File: src/rtl/xor3_parity_sequencer_pkg.sv
`default_nettype none
// ============================================================================
// Package     : xor3_seq_pkg
// Description : Shared types and helpers for the serial XOR3 parity sequencer.
//               - state_e : sequencer FSM encoding
//               - steps_f : number of RUN cycles needed to fold a word
// Revision    : 1.0 - initial release
// ============================================================================
package xor3_seq_pkg;

    typedef enum logic [1:0] {
        IDLE = 2'd0,
        RUN  = 2'd1,
        DONE = 2'd2
    } state_e;

    // Two bits are folded per RUN cycle; odd widths round up.
    function automatic int steps_f(input int width);
        return (width + 1) / 2;
    endfunction

endpackage
`default_nettype wire

File: src/rtl/xor3_parity_sequencer_if.sv
`default_nettype none
// ============================================================================
// Interface   : xor3_parity_sequencer_if
// Description : Producer-side and consumer-side valid/ready handshakes of the
//               parity sequencer.
//               IN_VALID/IN_READY/IN_DATA   : word from producer
//               OUT_VALID/OUT_READY/OUT_PARITY : parity to consumer
//               master : environment side (drives IN_*, OUT_READY)
//               slave  : sequencer side
// Revision    : 1.0 - initial release
// ============================================================================
interface xor3_parity_sequencer_if #(
    parameter int WIDTH = 16
);
    logic             IN_VALID;
    logic             IN_READY;
    logic [WIDTH-1:0] IN_DATA;
    logic             OUT_VALID;
    logic             OUT_READY;
    logic             OUT_PARITY;

    modport master (
        output IN_VALID,
        input  IN_READY,
        output IN_DATA,
        input  OUT_VALID,
        output OUT_READY,
        input  OUT_PARITY
    );

    modport slave (
        input  IN_VALID,
        output IN_READY,
        input  IN_DATA,
        output OUT_VALID,
        input  OUT_READY,
        output OUT_PARITY
    );
endinterface
`default_nettype wire

File: src/rtl/xor3_parity_sequencer_step.sv
`default_nettype none
// ============================================================================
// Module      : xor3_step
// Description : Single three-input XOR, Z = A1 ^ A2 ^ A3. Kept as its own
//               module so it maps onto one xor3 standard cell.
//               A1, A2, A3 : inputs
//               Z          : output
// Revision    : 1.0 - initial release
// ============================================================================
module xor3_step (
    input  wire logic A1,
    input  wire logic A2,
    input  wire logic A3,
    output logic      Z
);
    assign Z = A1 ^ A2 ^ A3;
endmodule
`default_nettype wire

File: src/rtl/xor3_parity_sequencer.sv
`default_nettype none
// ============================================================================
// Module      : xor3_parity_sequencer
// Description : Serial parity engine. Folds a WIDTH-bit word two bits per
//               clock through one shared XOR3 step (acc ^ bit0 ^ bit1).
//               Optional macro XOR3_PARITY_SEQUENCER_ODD_EN selects odd parity
//               (result inverted in DONE); default is even parity.
//               CLK  : clock, rising edge
//               RST  : asynchronous reset, active-high
//               bus  : producer/consumer handshakes (slave modport)
//               BUSY : high in RUN or DONE
// Revision    : 1.0 - initial release
// ============================================================================
module xor3_parity_sequencer
    import xor3_seq_pkg::*;
#(
    parameter int WIDTH = 16
) (
    input  wire logic              CLK,
    input  wire logic              RST,
    xor3_parity_sequencer_if.slave bus,
    output logic                   BUSY
);
    localparam int STEPS = steps_f(WIDTH);
    localparam int PW    = 2 * STEPS;
    localparam int CNT_W = $clog2(STEPS) + 1;

`ifdef XOR3_PARITY_SEQUENCER_ODD_EN
    localparam logic c_ODD = 1'b1;
`else
    localparam logic c_ODD = 1'b0;
`endif

    state_e           state_q, state_d;
    logic             acc_q, acc_d;
    logic [PW-1:0]    shreg_q, shreg_d;
    logic [CNT_W-1:0] cnt_q, cnt_d;
    logic             step_z;

    xor3_step u_step (
        .A1 (acc_q),
        .A2 (shreg_q[0]),
        .A3 (shreg_q[1]),
        .Z  (step_z)
    );

    always_ff @(posedge CLK or posedge RST) begin
        if (RST) begin
            state_q <= IDLE;
            acc_q   <= 1'b0;
            shreg_q <= '0;
            cnt_q   <= '0;
        end else begin
            state_q <= state_d;
            acc_q   <= acc_d;
            shreg_q <= shreg_d;
            cnt_q   <= cnt_d;
        end
    end

    always_comb begin
        state_d        = state_q;
        acc_d          = acc_q;
        shreg_d        = shreg_q;
        cnt_d          = cnt_q;
        bus.IN_READY   = 1'b0;
        bus.OUT_VALID  = 1'b0;
        bus.OUT_PARITY = 1'b0;
        BUSY           = 1'b0;

        case (state_q)
            IDLE: begin
                bus.IN_READY = 1'b1;
                if (bus.IN_VALID) begin
                    // Width cast zero-pads odd widths at the MSB.
                    shreg_d = PW'(bus.IN_DATA);
                    acc_d   = 1'b0;
                    cnt_d   = '0;
                    state_d = RUN;
                end
            end
            RUN: begin
                BUSY    = 1'b1;
                acc_d   = step_z;
                shreg_d = shreg_q >> 2;
                cnt_d   = cnt_q + CNT_W'(1);
                if (cnt_q == CNT_W'(STEPS - 1)) begin
                    state_d = DONE;
                end
            end
            DONE: begin
                BUSY           = 1'b1;
                bus.OUT_VALID  = 1'b1;
                bus.OUT_PARITY = acc_q ^ c_ODD;
                if (bus.OUT_READY) begin
                    state_d = IDLE;
                end
            end
            default: begin
                state_d = IDLE;
            end
        endcase
    end
endmodule
`default_nettype wire

File: src/flat_wrapper.sv
// flat-port wrapper written by rule: the top's interface ports become plain ports
module xor3_parity_sequencer_flat import xor3_seq_pkg::*;
#(
    parameter int WIDTH = 16
)
  (CLK, RST, BUSY, bus_IN_VALID, bus_IN_READY, bus_IN_DATA, bus_OUT_VALID, bus_OUT_READY, bus_OUT_PARITY);
  xor3_parity_sequencer_if #(.WIDTH(WIDTH)) bus_i ();
  input  wire logic CLK;
  input  wire logic RST;
  output logic BUSY;
  input wire logic [$bits(bus_i.IN_VALID)-1:0] bus_IN_VALID;
  output wire logic [$bits(bus_i.IN_READY)-1:0] bus_IN_READY;
  input wire logic [$bits(bus_i.IN_DATA)-1:0] bus_IN_DATA;
  output wire logic [$bits(bus_i.OUT_VALID)-1:0] bus_OUT_VALID;
  input wire logic [$bits(bus_i.OUT_READY)-1:0] bus_OUT_READY;
  output wire logic [$bits(bus_i.OUT_PARITY)-1:0] bus_OUT_PARITY;
  assign bus_i.IN_VALID = bus_IN_VALID;
  assign bus_IN_READY = bus_i.IN_READY;
  assign bus_i.IN_DATA = bus_IN_DATA;
  assign bus_OUT_VALID = bus_i.OUT_VALID;
  assign bus_i.OUT_READY = bus_OUT_READY;
  assign bus_OUT_PARITY = bus_i.OUT_PARITY;
  xor3_parity_sequencer #(.WIDTH(WIDTH)) u_core (.CLK(CLK), .RST(RST), .bus(bus_i), .BUSY(BUSY));
endmodule
File: config.mk
export PLATFORM = sky130hd
export DESIGN_NAME = xor3_parity_sequencer_flat
export DESIGN_NICKNAME = d
export VERILOG_FILES = /design/src/rtl/xor3_parity_sequencer_pkg.sv /design/src/rtl/xor3_parity_sequencer_if.sv /design/src/rtl/xor3_parity_sequencer_step.sv /design/src/rtl/xor3_parity_sequencer.sv /design/src/flat_wrapper.sv
export SDC_FILE = /design/constraint.sdc
export NUM_CORES = 1
export LEC_CHECK = 0
export ABC_AREA = 1
export BUFFER_PORTS_ARGS = -buffer_cell sky130_fd_sc_hd__buf_2
export CAP_MARGIN = 20
export CORE_MARGIN = 5
export CORE_UTILIZATION = 50
export CTS_BUF_LIST = sky130_fd_sc_hd__clkbuf_16
export CTS_CLUSTER_DIAMETER = 50
export DETAILED_ROUTE_END_ITERATION = 16
export GPL_TIMING_DRIVEN = 0
export PLACE_DENSITY = 0.73
export RECOVER_POWER = 50
export SYNTH_ARGS = -nofsm -noshare
export SYNTH_HDL_FRONTEND = slang
export SYNTH_SLANG_ARGS = --single-unit
export TNS_END_PERCENT = 20
File: constraint.sdc
create_clock -name CLK -period 3.39 [get_ports CLK]
set_input_delay 0.339 -clock CLK [delete_from_list [all_inputs] [get_ports CLK]]
set_output_delay 0.339 -clock CLK [all_outputs]
set_load 0.01 [all_outputs]
### Yosys cells after proc, flatten, opt, wreduce, memory -nomap -nowiden

Index checks and enable logic that the tools add are counted.

* add/subtract/negate cells: 1
* equality and inequality tests: 6
* multiplexer cells: 14
* bitwise operators: 2
* reductions and logical operators: 5

Operators with widths (number)
* $pmux W16 S2: 1
* $mux W16: 1
* $pmux W4 S2: 1
* $mux W2: 3
* $pmux W2 S3: 1
* $mux W1: 5
* $add A4 B1 Y4 const B: 1
* $eq A4 B3 Y1 const B: 1
* $mux W4: 1
* $ne A2 B2 Y1 const B: 2
* $reduce_and A3 Y1: 1
* $eq A2 B1 Y1 const B: 1
* $eq A2 B2 Y1 const B: 1
* $logic_not A2 Y1: 1
* $ne A2 B1 Y1 const B: 1
* $pmux W1 S2: 1
* $reduce_and A2 Y1: 1
* $reduce_bool A2 Y1: 1
* $reduce_or A2 Y1: 1
* $xor A1 B1 Y1: 2

* register bits: 23
* input bits: 20
* output and inout port bits: 4
* word-level logic and storage cells: 32

### Longest topological paths before layout

* depth after elaboration: 3
* mapped depth: 8
* depth with buffers taken out: 8

### Hierarchy

From an unflattened synthesis, not the netlist that was laid out.

* cells, all modules: 161
* area total of the unflattened synthesis: 1306.3 um2

Modules (own cells, without submodules)
* xor3_parity_sequencer: instances 1, cells an instance 152, area each 1271.2 um2, sequential area each 575.6 um2
* xor3_step: instances 1, cells an instance 9, area each 35.0 um2, sequential area each 0.0 um2

### Least setup slack after synthesis

Ideal clock, no wire load.

* path type: register -> register
* start point: register u_core.state_q[0]
* end point: register u_core.cnt_q[2]
* library setup time: 119 ps
* arrival: 1194 ps
* required time: 3271 ps
* slack: 2077 ps
* cell stages (with the launch flop): 8
* path buffers: 0
* clock period less this slack: 1313 ps
* path through: dfrtp_1 -> inv_1 -> ha_1 -> nand2_1 -> nand2_4 -> inv_1 -> a21oi_1 -> nor2_1

* longest elaborated chain between the ends: 3
* elaborated cells between the ends (all ways): 6
* those cells by class: eq/ne (2); mux (1); reduce/logical (3)

RTL lines
* start: declaration: RTL line xor3_parity_sequencer.sv:34 `state_e state_q, state_d;`
* start signal: assignment: RTL line xor3_parity_sequencer.sv:54 `state_q <= state_d;`
* $eq A2 B1 Y1 or $logic_not A2 Y1 (tied branches): RTL line xor3_parity_sequencer.sv:71 `case (state_q)`
* $reduce_bool A2 Y1 (no source line) or $ne A2 B2 Y1 (tied branches)
* $reduce_and A2 Y1 (no source line)
* end signal: assignment: RTL line xor3_parity_sequencer.sv:57 `cnt_q <= cnt_d;`
* end: declaration: RTL line xor3_parity_sequencer.sv:37 `logic [CNT_W-1:0] cnt_q, cnt_d;`

Several ways; a longest one is shown, not always the timed one.
A chain may end at the register's enable or synchronous reset.

### Worst setup path after layout

* start point: register u_core.state_q[1]
* end point: register u_core.state_q[0]

* longest elaborated chain between the ends: 3
* elaborated cells between the ends (all ways): 8
* those cells by class: eq/ne (5); mux (1); reduce/logical (2)

RTL lines (RTL line)
* $eq A2 B1 Y1, or another cell as far along: xor3_parity_sequencer.sv:71
* $ne A2 B1 Y1 (no source line) or $ne A2 B2 Y1 (tied branches)
* $reduce_and A3 Y1 (no source line)

Several ways; a longest one is shown, not always the timed one.

==> impl_metrics.ini <==
[cts]
cts.sinks = 23
cts_tree = yes
numCtsBuffers = 3
cts-root-buf = clkbuf_16
cts_setup_buffers = 0
clock_latency_ns = 0.25
holdBufCountCts = 0
cts_resized = 0
clk_pin_slew_ns = 0.06
h-tree-depth = 1
cts_buffer_depth = 2

[timing]
finalMaxSlewViolations = 0
clock.fmax_ghz = 0.596
finalSetupViolations = 0
rsz0062_at_grt = no
worstMarginPinSlew_ns = 0.881
min_period_ns = 1.68
final.setup.tns_ns = 0
finClkSkew_ns = 0.00412
hold_viol_final = 0
setup_ws_ns = 1.71
period_share = 0.495
relSlewSlack = 0.412

[floorplan]
die_h_um = 61.3
start_util = 0.527
placementRows = 18
ios = 24
dieArea_um2 = 3760
coreArea_um2 = 2500
die_w_um = 61.3

[worst_setup_path]
arrival_ns = 1.87
endpoint_kind = flip-flop
crit_top_cell = nand2_1
cp_slowest_cell = dfrtp_1
setup.worst_path.start_class = flip-flop
cp_top_family = buffers and inverters
crit_type = reg2reg
crit_buf_inv = 2
slowest_delay_ns = 0.40
cp_cell_sequence = inv_1, ha_1, clkbuf_1, o21ai_0, nand2_1, nand2_1, nand2_1
cp_max_fo = 10
crit_required_ns = 3.58

[finish]
nets = 213
multi_input_area_um2 = 564
fillers = 224
n_antenna_cell = 0
layout-drive-gt1-share = 0.277
final_common_cell = nand2_1
seq_area_um2 = 576
syn_to_final_growth_pct = 17.0
mostFrequentLayoutCells = nand2_1 (57), inv_1 (27), buf_2 (23), dfrtp_1 (23), o21ai_2 (15)

[logic_synthesis]
synth_xor_area_frac = 0
ys.warnings.count = 0
yosysUniqueCellTypes = 18
yosys.area_share.simple = 0.215
synth_top_area_frac = 0.437
yosysSeqAreaShare = 0.437
synthCells = 161
ys_top_cells_by_area = dfrtp_1 (44%), nand2_1 (16%), o21ai_2 (11%)
synth_adder_area_share = 0.0380
synth_fp_nets = 185
syn_avg_cell_area_um2 = 8.18
synth_top_area_cell = dfrtp_1
synth_compound_area_frac = 0.179
syn_area_um2 = 1320
synth_top_family_by_area = simple AND/OR/NAND/NOR gates
synth_mux_area_frac = 0
yosys_register_bits = 23

[detailed_routing]
drt_iter0_drc = 29
vias = 1065
drt_first_pass_iters = 4
drc = 0
vias_per_cell = 4.89
wl_um = 2620
wl_per_cell_um = 12.0
ant_nets = 0

[global_routing]
grt_usage = 0.166
antenna_found_initial = 0
grt_start_max_net_pins = 24
grt_pass1_vias = 1131
grt_pass1_wl_um = 4670
overflow = 0

[placed_design]
hpwl_um = 1960
io_buffers = 23
gp_congestion = 0.784
dp_slack_ns = 1.99

[pwr]
clockPowerShare = 0.166
p_int_w = 0.000876
sequentialPowerShare = 0.300
p_per_area_nw_per_um2 = 984
ir_drop_mv = 0.548
p_sw_w = 0.000641
p_leak_nw = 0.839
power_frac_comb = 0.534
switching_share = 0.422

[flow_run]
max-cap-violations = 0

[worst_hold_path]
worstHoldPathType = in2async

[status]
outcome = finished, final reports clean
worst paths after layout:
check | endpoint | startpoint | slack (ns) | cells after the start
max | u_core.state_q[0]$_DFFE_PP0P_ | u_core.state_q[1]$_DFFE_PP0P_ | 1.71 | 7
min | u_core.shreg_q[3]$_DFFE_PP0P_ | RST | 0.26 | 2
max reg2reg | u_core.state_q[0]$_DFFE_PP0P_ | u_core.state_q[1]$_DFFE_PP0P_ | 1.71 | 7
min reg2reg | u_core.shreg_q[2]$_DFFE_PP0P_ | u_core.shreg_q[2]$_DFFE_PP0P_ | 0.49 | 2
max in group asynchronous | u_core.shreg_q[4]$_DFFE_PP0P_ | RST | 2.58 | 2
min in group CLK | u_core.shreg_q[14]$_DFFE_PP0P_ | bus_IN_DATA[14] | 0.32 | 3
final cells by class:
type                            count  share of cell area
Multi-Input combinational cell    105               0.366
Timing Repair Buffer               23              0.0747
Buffer                              6              0.0446
Sequential cell                    23               0.373
Clock inverter                      1             0.00244
Tap cell                           30              0.0244
Inverter                           27              0.0657
Clock buffer                        3              0.0487
per-stage QoR:
stage / utilization / total power [W] / cells / instance area, um2 / hold slack (ns)
after floorplan: - / 0.00111 / 161 / 1320 / 0.341
after global placement: 0.588 / 0.00125 / 214 / 1470 / 0.465
after CTS: 0.620 / 0.00155 / 218 / 1550 / 0.300
after detailed placement: 0.588 / 0.00129 / 214 / 1470 / 0.482
final: 0.617 / 0.00152 / 218 / 1540 / 0.264
after global routing: 0.617 / 0.00166 / 218 / 1540 / 0.322
worst reg2reg max path: cells and delay by family, from the launching register on:
family	cells	cell delay, ns
simple gates	3	0.25
compound gates	1	0.26
buf+inv	2	0.49
fa+ha+maj	1	0.22
flops	1	0.40
Yosys cell counts (all sizes together):
master / number
a21oi: 3
ha: 4
dfrtp: 23
nand2: 59
nand3: 7
o21ai: 27
nor2: 3
o211ai: 2
inv: 27
buf: 6
layer usage:
metal | global-route usage | up-vias | share of wire
li1 | - | 553 | -
met1 | 0.203 | 487 | 0.47
met2 | 0.299 | 21 | 0.49
met3 | 0.0252 | 4 | 0.032
met4 | 0.0545 | 0 | 0.0072
met5 | 0 | - | 0
power groups by stage:
stage	Combinational (W)	Clock (W)	Sequential, W
floorplan	0.000666	0	0.000446
global placement	0.000793	0	0.000455
detailed placement	0.000826	0	0.000461
CTS	0.000831	0.000260	0.000456
global route	0.000918	0.000272	0.000470
finish	0.000811	0.000252	0.000454
registers in the layout (all words and copies together) (netlist names):
name            flops
u_core.shreg_q     16
u_core.cnt_q        4
u_core.acc_q        1
u_core.state_q      2
cells by family after synthesis:
family,count (synthesis)
buffers and inverters,33
flip-flops,23
AND/OR/NAND/NOR,69
adder cells (fa/ha/maj),4
AO/OA/AOI/OAI,32
Note: power is estimated with default switching activity, not from simulation.
